<file path="config.mk">
export PLATFORM = sky130hd
export DESIGN_NAME = pipe_ctrl
export DESIGN_NICKNAME = d
export VERILOG_FILES = /design/src/rtl/pipe_ctrl.sv
export SDC_FILE = /design/constraint.sdc
export NUM_CORES = 1
export LEC_CHECK = 0
export ABC_AREA = 0
export CORE_MARGIN = 1
export CORE_UTILIZATION = 43
export DETAILED_ROUTE_END_ITERATION = 12
export HOLD_SLACK_MARGIN = 0.15
export PLACE_DENSITY = 0.82
export SYNTH_ARGS = -nofsm -noshare
export SYNTH_HDL_FRONTEND = slang
export SYNTH_SLANG_ARGS = --single-unit
</file>
<file path="constraint.sdc">
create_clock -name clk -period 3.1 [get_ports clk]
set_clock_uncertainty 0.05 [all_clocks]
set_input_delay 0.465 -clock clk [delete_from_list [all_inputs] [get_ports clk]]
set_output_delay 0.465 -clock clk [all_outputs]
set_load 0.05 [all_outputs]
</file>
<file path="src/rtl/pipe_ctrl.sv">
// pipe_ctrl: pipeline hold/flush controller with debug halt/drain/resume
// and a saturating stall-cycle counter.
//
// Ports:
//   clk, rst          core clock, async active-high reset
//   ex_jump_flag_i    ex redirect request
//   ex_jump_addr_i    ex redirect target
//   ex_hold_req_i     ex multi-cycle op busy
//   mem_busy_i        ram port busy, fetch waits
//   halt_req_i        debug halt request (level)
//   resume_req_i      debug resume request (level)
//   cnt_clr_i         sync clear of the stall counter
//   hold_flag_o       000 NONE, 001 PC, 010 IF, 011 ID
//   jump_flag_o       redirect to pc_reg
//   jump_addr_o       redirect target (0 when no redirect)
//   halted_o          core halted, pipeline empty
//   halt_ack_o        one-cycle pulse on halt entry
//   stall_cnt_o       held-cycle count, saturating
module pipe_ctrl #(
    parameter int DRAIN_CYCLES = 2,
    parameter int CNT_W        = 32
) (
    input  logic             clk,
    input  logic             rst,
    input  logic             ex_jump_flag_i,
    input  logic [31:0]      ex_jump_addr_i,
    input  logic             ex_hold_req_i,
    input  logic             mem_busy_i,
    input  logic             halt_req_i,
    input  logic             resume_req_i,
    input  logic             cnt_clr_i,
    output logic [2:0]       hold_flag_o,
    output logic             jump_flag_o,
    output logic [31:0]      jump_addr_o,
    output logic             halted_o,
    output logic             halt_ack_o,
    output logic [CNT_W-1:0] stall_cnt_o
);

    localparam int DW = (DRAIN_CYCLES < 2) ? 1 : $clog2(DRAIN_CYCLES + 1);

    localparam logic [DW-1:0] DRAIN_LOAD = DW'(DRAIN_CYCLES);
    localparam logic [DW-1:0] DRAIN_ONE  = DW'(1);

    localparam logic [2:0] HOLD_NONE = 3'b000;
    localparam logic [2:0] HOLD_IF   = 3'b010;
    localparam logic [2:0] HOLD_ID   = 3'b011;

    localparam logic [CNT_W-1:0] CNT_MAX = {CNT_W{1'b1}};
    localparam logic [CNT_W-1:0] CNT_ONE = CNT_W'(1);

    typedef enum logic [1:0] {
        ST_RUN,
        ST_DRAIN,
        ST_HALTED,
        ST_RESUME
    } state_t;

    state_t           state_q;
    state_t           state_d;
    logic [DW-1:0]    drain_q;
    logic [DW-1:0]    drain_d;
    logic             halted_q;
    logic             ack_q;
    logic [CNT_W-1:0] cnt_q;

    always_comb begin
        state_d     = state_q;
        drain_d     = drain_q;
        hold_flag_o = HOLD_NONE;
        jump_flag_o = 1'b0;
        unique case (state_q)
            ST_RUN: begin
                if (ex_jump_flag_i) begin
                    jump_flag_o = 1'b1;
                    hold_flag_o = HOLD_ID;
                end else if (ex_hold_req_i) begin
                    hold_flag_o = HOLD_ID;
                end else if (mem_busy_i) begin
                    hold_flag_o = HOLD_IF;
                end
                // a pending jump or ex op must finish before draining
                if (halt_req_i && !ex_jump_flag_i && !ex_hold_req_i) begin
                    state_d = ST_DRAIN;
                    drain_d = DRAIN_LOAD;
                end
            end
            ST_DRAIN: begin
                if (ex_jump_flag_i) begin
                    // redirect refills the front end: restart the drain
                    jump_flag_o = 1'b1;
                    hold_flag_o = HOLD_ID;
                    drain_d     = DRAIN_LOAD;
                end else if (ex_hold_req_i) begin
                    hold_flag_o = HOLD_ID;
                end else begin
                    hold_flag_o = HOLD_IF;
                    if (drain_q <= DRAIN_ONE) begin
                        state_d = ST_HALTED;
                        drain_d = '0;
                    end else begin
                        drain_d = drain_q - DRAIN_ONE;
                    end
                end
            end
            ST_HALTED: begin
                hold_flag_o = HOLD_ID;
                if (resume_req_i && !halt_req_i) begin
                    state_d = ST_RESUME;
                end
            end
            ST_RESUME: begin
                state_d = ST_RUN;
            end
            default: begin
                state_d = ST_RUN;
                drain_d = '0;
            end
        endcase
    end

    assign jump_addr_o = jump_flag_o ? ex_jump_addr_i : 32'h0;

    always_ff @(posedge clk or posedge rst) begin
        if (rst) begin
            state_q  <= ST_RUN;
            drain_q  <= '0;
            halted_q <= 1'b0;
            ack_q    <= 1'b0;
        end else begin
            state_q  <= state_d;
            drain_q  <= drain_d;
            halted_q <= (state_d == ST_HALTED);
            ack_q    <= (state_d == ST_HALTED) && (state_q != ST_HALTED);
        end
    end

    always_ff @(posedge clk or posedge rst) begin
        if (rst) begin
            cnt_q <= '0;
        end else if (cnt_clr_i) begin
            cnt_q <= '0;
        end else if (hold_flag_o != HOLD_NONE && state_q != ST_HALTED
                     && cnt_q != CNT_MAX) begin
            cnt_q <= cnt_q + CNT_ONE;
        end
    end

    assign halted_o    = halted_q;
    assign halt_ack_o  = ack_q;
    assign stall_cnt_o = cnt_q;

endmodule

</file>
# Yosys cells after proc, flatten, opt, wreduce, memory -nomap -nowiden
# Cells that the tools add are included.
# Widths: inputs -> output; s select.
# totals
reg_bits	38
inputBits	40
output_inout_bits	70
elab_cells	53
# classes
add_sub_neg	2
magnitude_cmp	1
n_eq_ne	8
mux	22
reduce_logical	15
# ops
cell	n
$mux 32	3
$add 32x1->32 const B	1
$ne 32x32->1 const B	1
$mux 2	12
$pmux 2 s4	1
$eq 2x2->1 const B	3
$logic_and 1x1->1	6
$pmux 2 s3	1
$mux 1	4
$ne 2x2->1 const B	2
$pmux 2 s2	1
$reduce_bool 2->1	2
$logic_not 1->1	3
$ne 3x3->1 const B	1
$reduce_and 3->1	1
$reduce_bool 3->1	1
$eq 2x1->1 const B	1
$le 2x1->1 const B	1
$logic_not 2->1	1
$reduce_or 2->1	1
$sub 2x1->2 const B	1

# Longest topological paths before layout
# Gate-level depths: netlist (run 1).
# logic_depth
word_depth	9
ltp_mapped	10
depth_no_buf	7

# Worst setup path before layout (run 1)
# Ideal clock, no wire load.
# synth_path
kind	register -> register
start	register cnt_q[0], in the netlist stall_cnt_o[0]
end	register cnt_q[28], in the netlist stall_cnt_o[28]
setup_time_ps	78
arrival_time_ps	2589
t_required_ps	2972
setup_slack_ps	383
path_stages_with_launch	8
n_path_buf	1
synth_period_minus_slack_ps	2717
cell_sequence	dfrtp_1 > ha_1 > nand2_1 > or4_1 > or4_1 > buf_2 > or4_1 > a21oi_1
# synth_between
elab_chain_len	3
elab_cells_between_ends	6
classes_between	add/sub (1); eq/ne (1); mux (2); reduce/logical (2)
# synth_rtl
element	line	rtl
from (decl)	65	logic [CNT_W-1:0] cnt_q;
from (signal assigned)	145	cnt_q <= cnt_q + CNT_ONE;
$add 32x1->32 or $ne 32x32->1 (tied branches)	145, 144	
$mux 32 or $logic_and 1x1->1 (tied branches)	143, 144	
$mux 32 or $reduce_bool 2->1 (tied branches)	n/a	
# Several ways; a longest one is shown, not always the timed one. The select of a mux whose other input is x is not followed.
# A chain may end at the register's enable or synchronous reset.

# Worst setup path after layout (run 1)
# layout_path
start	register state_q[0]
end	output jump_addr_o[12]
# layout_between
elab_chain_len	4
elab_cells_between_ends	5
classes_between	eq/ne (1); mux (2); reduce/logical (2)
# layout_rtl
element	line	rtl
from (decl)	59	state_t state_q;
from (signal assigned)	131	state_q <= state_d;
$eq 2x1->1 or $logic_not 2->1 (tied branches)	72	unique case (state_q)
$reduce_or 2->1 (no line) *	n/a	
$mux 1 *	n/a	
$mux 32 *	122	assign jump_addr_o = jump_flag_o ? ex_jump_addr_i : 32'h0;
to (decl)	34	output logic [31:0] jump_addr_o,
# Mark *: on every way between the ends. The rest lies on a longest branch, timed or not.

==> results of run 1 <==
==> per-layer routing <==
| layer | vias up | part of all wire, % | GRT usage [%] | wire [um] |
|---|---|---|---|---|
| met5 | - | 0 | 0 | 0 |
| met4 | 0 | 1.1 | 7.04 | 82 |
| met3 | 8 | 6.0 | 4.30 | 461 |
| met2 | 105 | 51 | 46.6 | 3890 |
| met1 | 1266 | 42 | 30.1 | 3230 |
| li1 | 1308 | - | - | - |
==> report_power, final <==
group,total (mW),internal (mW),switching (mW)
Sequential,0.581,0.540,0.0411
Clock,0.352,0.179,0.174
Combinational,1.69,0.694,0.995
Total,2.62,1.41,1.21
==> registers in the layout (all words and copies together) (netlist names) <==
| signal | flops |
|---|---|
| drain_q | 2 |
| halted_o | 1 |
| state_q | 2 |
| halt_ack_o | 1 |
| stall_cnt_o | 32 |
==> worst max-delay path by stage <==
stage,startpoint,to,depth (start not counted)
after floorplan,stall_cnt_o[0],stall_cnt_o[28],7
after global placement,ex_hold_req_i,stall_cnt_o[28],6
after detailed placement,state_q[1],stall_cnt_o[28],7
after CTS,state_q[0],jump_addr_o[12],6
after global routing,state_q[1],stall_cnt_o[28],7
final,state_q[0],jump_addr_o[12],6
==> synth_stat cells (all sizes together) <==
library cell,n
a211o,1
o21ai,18
dfrtp,38
nand4,15
ha,6
o2111ai,1
or3,16
nor2,18
xnor2,1
a31o,1
a31oi,1
inv,8
nand2b,1
nor3,6
mux2i,1
nor2b,8
o311ai,1
and2,6
clkbuf,14
or2,3
nand2,15
a22oi,1
mux2,4
nand3,10
nor4,5
o211ai,3
conb,1
xor2,3
nor3b,1
a21o,2
or4,12
a21oi,23
buf,6
a21boi,1
and4,4
o31ai,8
and3,34
==> layout make-up <==
cell class / count / area [um^2] / area share (%)
sequential: 38 / 951 / 23.4
clock inverter: 2 / 12.5 / 0.308
tap: 72 / 90.1 / 2.22
timing repair buffer: 114 / 1460 / 36.1
multi-input combinational: 231 / 1430 / 35.2
clock buffer: 6 / 82.6 / 2.03
inverter: 8 / 30.0 / 0.740
==> kinds of logic after synthesis <==
kind of cell    after synthesis
mux                           5
buf+inv                      28
fa+ha+maj                     6
other cells                   1
simple gates                154
compound gates               61
flops                        38
xor+xnor                      4
==> critical path: stages (launching register included) <==
cell,delay [ps]
dfrtp_1,410
inv_1,100
ha_1,290
or2_2,460
buf_4,240
and3_1,230
buf_12,160
==> cell usage in the layout, fill, tap and decap left out, drive strengths merged, types with 10 or more instances in the layout <==
cell type / instances
clkdlybuf4s50: 73
buf: 41
dfrtp: 38
and3: 34
a21oi: 23
nor2: 18
o21ai: 18
or3: 16
nand2: 15
nand4: 15
or4: 12
nand3: 10
==> per-stage QoR <==
step	std cells	cell area, um^2
after floorplan	297	2500
after global placement	463	3970
after detailed placement	463	3970
after CTS	471	4060
after global routing	471	4060
final	471	4060
==> results.json, run 1 <==
{
  "status": "finished clean",
  "grt_pass1_wl_um": 12200,
  "setup_ws_ps": 389,
  "die_x_um": 78.3,
  "synth_cell_types": 45,
  "r2r_slack_ps": 410,
  "htreeDepth": 2,
  "yosys.area_share.simple_pct": 35.8,
  "placement_rows": 27,
  "worstPathMaxFanout": 20,
  "syn_area_um2": 2500,
  "dr.first_iter.drc_count": 161,
  "routed_wl_um": 7660,
  "drc_errors": 0,
  "cts_buffers": 5,
  "hpwlAfterDp_um": 5800,
  "core-area_um2": 5570,
  "num_antenna_cells": 0,
  "port_buffers": 108,
  "ir_worst_vdd_v": 0.000398,
  "ant_nets": 0,
  "hp-class": "reg -> reg",
  "final_nets": 444,
  "firstDrtPassIters": 4,
  "cts_root_buf": "clkbuf_8",
  "syn2layout_area_growth_pct": 62.2,
  "synth_top_family_by_area": "simple AND/OR/NAND/NOR gates",
  "syn-instance-count": 297,
  "pin_count": 110,
  "vias_per_cell": 5.70,
  "tightest_slew_ps": 804,
  "hold_depth": 1,
  "cts_tree": "done",
  "num_vias": 2687,
  "arrival_ps": 2200,
  "initial_core_util_pct": 44.9,
  "setup.worst_path.class": "reg -> out",
  "regToRegEndpoint": "stall_cnt_o[28]",
  "end_kind": "output pin",
  "place_congestion": 0.856,
  "synth_xor_xnor_area_share_pct": 1.40,
  "synth_compound_area_share_pct": 14.5,
  "timing.fmax_mhz": 369,
  "power_leakage_nw": 1.67,
  "grt_pass1_vias": 2514,
  "r2r_cells": 7,
  "wire_per_inst_um": 16.3,
  "cts_hold_buf": 0,
  "yosysTopAreaCell": "dfrtp_1",
  "period_share_pct": 87.5,
  "overflow": 0,
  "rsz0062_at_grt": "no",
  "synth_nets": 343,
  "post_synth.cell_area_avg_um2": 8.43,
  "clock_latency_ps": 290,
  "yosys_register_bits": 38,
  "fin_hold_ws_ps": 463,
  "finalHoldViolCount": 0,
  "holdCritStartpoint": "drain_q[0]",
  "clk_pin_slew_ps": 70,
  "setup_tns_ps": 0,
  "min_to": "drain_q[0]",
  "final_util_pct": 72.8,
  "total_power_mw": 2.62,
  "netlist_top_cells_area": "dfrtp_1 (38%), and3_1 (8.5%), a21oi_1 (4.6%)",
  "fin_crit_ps": 2710,
  "required_ps": 2580,
  "synth_mux_area_share_pct": 2.20,
  "cts_setup_buffers": 0,
  "drive_above_1_share_pct": 15.5,
  "slew_viol_final": 0,
  "power_density_nw_per_um2": 646,
  "dpl_worst_slack_ps": 452,
  "yosysTopAreaCellShare_pct": 38.0,
  "setup_viol": 0,
  "maxSlewHeadroom_pct": 46.3,
  "fillers": 428,
  "clock_path_buffers": 2,
  "r2r_start": "state_q[0]",
  "track_usage_pct": 25.3,
  "die_h_um": 78.3,
  "postCtsResizedCells": 0,
  "ys_warn_count": 0,
  "ys_seq_area_share_pct": 38.0,
  "start_kind": "register",
  "grt_start_max_net_pins": 40,
  "grt_antenna_before_repair": 0,
  "die-area_um2": 6130,
  "synth_fa_ha_area_share_pct": 3.00,
  "clock-sinks": 38,
  "drv_cap": 0
}
(Power assumes the default switching activity.)
==> inputs of run 2 (changes only) <==
==> constraint.sdc (replaced) <==
create_clock -name clk -period 3.1 [get_ports clk]
set_clock_uncertainty 0.05 [all_clocks]
set_input_delay 0.31 -clock clk [delete_from_list [all_inputs] [get_ports clk]]
set_output_delay 0.31 -clock clk [all_outputs]
set_load 0.02 [all_outputs]
==> run 2 against run 1 <==
Critical path depth unchanged. Sequential power about the same. Power decreased by 23%. Clock power about the same. Die area unchanged. Combinational power decreased by 36%. Sequential share of layout area increased by 2.1 points. Maximum frequency decreased by 2.9%. Critical path type unchanged. Highest routed layer unchanged.
==> results.json, run 2 (same netlist as run 1, synthesis figures left out) <==
{
  "worstPathMaxFanout": 33,
  "clock-sinks": 38,
  "dr.first_iter.drc_count": 167,
  "port_buffers": 108,
  "initial_core_util_pct": 44.9,
  "tightest_slew_ps": 602,
  "rsz0062_at_grt": "no",
  "timing.fmax_mhz": 358,
  "end_kind": "output pin",
  "grt_pass1_vias": 2431,
  "mostFrequentLayoutCells": "clkdlybuf4s50_1 (108), dfrtp_1 (38), and3_1 (34)",
  "drc_errors": 0,
  "final_common_cell": "clkdlybuf4s50_1",
  "placement_rows": 27,
  "cts_buffers": 5,
  "vias_per_cell": 5.66,
  "arrival_ps": 2430,
  "routed_wl_um": 7470,
  "firstDrtPassIters": 4,
  "die-area_um2": 6130,
  "status": "finished clean",
  "grt_pass1_wl_um": 12100,
  "start_kind": "register",
  "num_vias": 2673,
  "cts_tree": "done",
  "setup_viol": 0,
  "pin_count": 110,
  "power_leakage_nw": 1.50,
  "final_nets": 445,
  "overflow": 0,
  "ir_worst_vdd_v": 0.000311,
  "setup_tns_ps": 0,
  "slew_viol_final": 0,
  "fin_hold_ws_ps": 388,
  "finalInstanceArea_um2": 3730,
  "period_share_pct": 90.1,
  "syn2layout_area_growth_pct": 48.8,
  "core-area_um2": 5570,
  "crit_path_top_delay_cell": "clkdlybuf4s50_1",
  "path_buf_inv": 3,
  "grt_start_max_net_pins": 39,
  "clock_path_buffers": 2,
  "max_stage_delay_ps": 560,
  "hpwlAfterDp_um": 5610,
  "place_congestion": 0.834,
  "track_usage_pct": 25.1,
  "drv_cap": 0,
  "grt_antenna_before_repair": 0,
  "clock_latency_ps": 290,
  "setup.worst_path.class": "reg -> out",
  "total_power_mw": 2.02,
  "r2r_slack_ps": 520,
  "htreeDepth": 2,
  "cts_setup_buffers": 0,
  "die_x_um": 78.3,
  "required_ps": 2740,
  "crit_chain": "inv_1, ha_1, or2_2, buf_4, and3_1, clkdlybuf4s50_1",
  "clk_pin_slew_ps": 80,
  "num_antenna_cells": 0,
  "wire_per_inst_um": 15.8,
  "ant_nets": 0,
  "postCtsResizedCells": 0,
  "cts_root_buf": "clkbuf_8",
  "maxSlewHeadroom_pct": 59.4,
  "fillers": 484,
  "drive_above_1_share_pct": 6.75,
  "power_density_nw_per_um2": 542,
  "largest_reg_flops": 32,
  "die_h_um": 78.3,
  "cp_top_family": "buffers and inverters",
  "finalHoldViolCount": 0,
  "fin_crit_ps": 2790,
  "hp-class": "in -> async",
  "cts_hold_buf": 0,
  "placed_area_um2": 3630
}
-- run 2: cell types whose count changed in the layout (fill, tap and decap cells not counted), sizes merged --
| cell | before | now |
|---|---|---|
| clkdlybuf4s50 | 73 | 108 |
| buf | 41 | 7 |
| clkbuf | 6 | 7 |
| clkinvlp | 1 | 0 |
-- run 2: worst min-delay path, cell delays in order --
cell,delay [ps]
clkdlybuf4s50_1,400
inv_1,50
buf_4,410
-- run 2: worst paths after layout --
path / from / end / cells after the start
max: state_q[1] / jump_addr_o[29] / 6
min: rst / stall_cnt_o[30] / 3
max reg2reg: state_q[1] / stall_cnt_o[28] / 7
min reg2reg: drain_q[0] / drain_q[0] / 1
max in group asynchronous: rst / stall_cnt_o[11] / 3
min in group clk: drain_q[0] / drain_q[0] / 1
-- run 2: layer usage --
metal | vias to the layer above | GRT usage (%) | part of all wire [%]
met1 | 1246 | 29.5 | 42
li1 | 1306 | - | -
met2 | 113 | 46.3 | 50
met3 | 8 | 5.00 | 6.8
met4 | 0 | 6.30 | 0.92
met5 | - | 0 | 0
-- run 2: report_power, final --
group	total [mW]	internal (mW)	switching [mW]
Combinational	1.09	0.482	0.607
Sequential	0.579	0.540	0.0391
Clock	0.351	0.179	0.171
-- run 2: per-stage QoR --
step	cells	util, %	setup slack (ps)
3_3_place_gp	464	65.2	642
5_1_grt	472	66.8	179
3_5_place_dp	464	65.2	550
4_1_cts	472	66.8	305
2_1_floorplan	297	-	614
6_report	472	66.8	307
-- run 2: area by class of cell --
| class | instances | area [um^2] | share of cell area (%) |
|---|---|---|---|
| Timing Repair Buffer | 115 | 1130 | 30.4 |
| Clock buffer | 7 | 86.3 | 2.32 |
| Multi-Input combinational cell | 231 | 1430 | 38.4 |
| Inverter | 8 | 30.0 | 0.806 |
| Clock inverter | 1 | 5.00 | 0.134 |
| Sequential cell | 38 | 951 | 25.5 |
| Tap cell | 72 | 90.1 | 2.42 |
==> variant: new RTL, settings of run 1 <==
Make the reset (`rst`) synchronous in 2 clocked blocks. Comments in the files are not updated.
--- a/src/rtl/pipe_ctrl.sv
+++ b/src/rtl/pipe_ctrl.sv
@@ -121,7 +121,7 @@
 
     assign jump_addr_o = jump_flag_o ? ex_jump_addr_i : 32'h0;
 
-    always_ff @(posedge clk or posedge rst) begin
+    always_ff @(posedge clk) begin
         if (rst) begin
             state_q  <= ST_RUN;
             drain_q  <= '0;
@@ -135,7 +135,7 @@
         end
     end
 
-    always_ff @(posedge clk or posedge rst) begin
+    always_ff @(posedge clk) begin
         if (rst) begin
             cnt_q <= '0;
         end else if (cnt_clr_i) begin
Check against the original RTL: differs if rst is asserted again (counterexample within 4 cycles, from zero or initial values and one cycle with rst high); with rst held inactive, the same outputs for 10 cycles.
==> variant against run 1 <==
Sequential share of layout area decreased by 3.9 points; wire length decreased by 2.6%; first-iteration DRC count unchanged; maximum frequency increased by 6.3%; setup slack improved by 0.16 ns; final area decreased by 3.9%; sequential cell count unchanged; global-route usage increased by 0.12 points; synthesized cell count increased by 0.34%; area after synthesis decreased by 4.5%.
Power is not compared: it rests on default switching activity, and its combinational part moved more than twofold at a synthesized area within 25%.
==> variant: results (changes against run 1) <==
- Outcome: finished clean
- Largest net degree at the start of global routing: 36 (-10%)
- Distinct cell type count of the synthesized netlist: 48 (+6.7%)
- Sequential element share of the synthesized area: 31.8% (-6.1 points)
- Met3 Use GR: 7.19% (+2.9 points)
- Max stage delay on crit path: 0.52 ns (+0.06 ns)
- Post-Synth Adder-Cell Area: 3.14% (+0.14 points)
- Final Net Count: 443 (-0.23%)
- Routability cong.: 0.919 (+7.3%)
- Pre-Repair DR Iteration Count: 5 (+1)
- Synth Net Count: 344 (+0.29%)
- Worst Tran Pin Value: 0.727 ns (-0.0768 ns)
- Delay-heaviest family, CP: compound AO/OA/AOI/OAI gates
- Lkg Pwr: 1.50 nW
- Slowest-stage cell, CP: or4_1
- Global-route wire length before repair: 12.0 mm (-1.3%)
- XOR/XNOR Fraction of Synth Area: 1.10% (-0.30 points)
- Placement-stage worst setup slack: 0.551 ns (+0.0994 ns)
- Top cells by area, synth: dfxtp_1 32%, and3_1 10%, a21oi_1 4.6%, or3_1 4.2%, or4_1 3.5%
- Synth Flop Type: dfxtp_1
- WP data arrival: 2.74 ns (+0.54 ns)
- CP Max Fanout: 35 (+75%)
- DP Cell Count: 460 (-0.65%)
- Met1 wire length: 3.12 mm (-3.3%)
- Vias per cell: 5.89 (+3.3%)
- Mux share of post-synthesis cell area: 0.838% (-1.4 points)
- Vias: 2757 (+2.6%)
- GRT Overall Usage: 25.4% (+0.12 points)
- Met2 wire length: 3.72 mm (-4.5%)
- Met2 Use GR: 44.3% (-2.3 points)
- Filler cells: 405 (-5.4%)
- Compound-Gate Fraction of Synth Area: 19.2% (+4.7 points)
- WL final: 7.46 mm (-2.6%)
[variant: power by group]
part	switching, mW	total, mW	internal, mW
sequential	0.00460	0.496	0.492
combinational	0.218	0.402	0.184
clock	0.192	0.515	0.322
[variant: final timing paths]
kind,start,endpoint,slack (ns),cells after the start
worst max-delay path,state_q[0],stall_cnt_o[9],0.55,8
worst min-delay path,drain_q[0],drain_q[0],0.45,2
worst max register to register,state_q[0],stall_cnt_o[9],0.55,8
worst min register to register,drain_q[0],drain_q[0],0.45,2
[variant: cell type report]
| type | count | area, sq um | area share [%] |
|---|---|---|---|
| repair buffers | 111 | 1390 | 35.7 |
| flip-flops and latches | 38 | 761 | 19.5 |
| inverters | 7 | 26.3 | 0.674 |
| multi-input cells | 234 | 1500 | 38.4 |
| well taps | 70 | 87.6 | 2.25 |
| clock buffers | 5 | 68.8 | 1.76 |
| clock inverters | 3 | 68.8 | 1.76 |
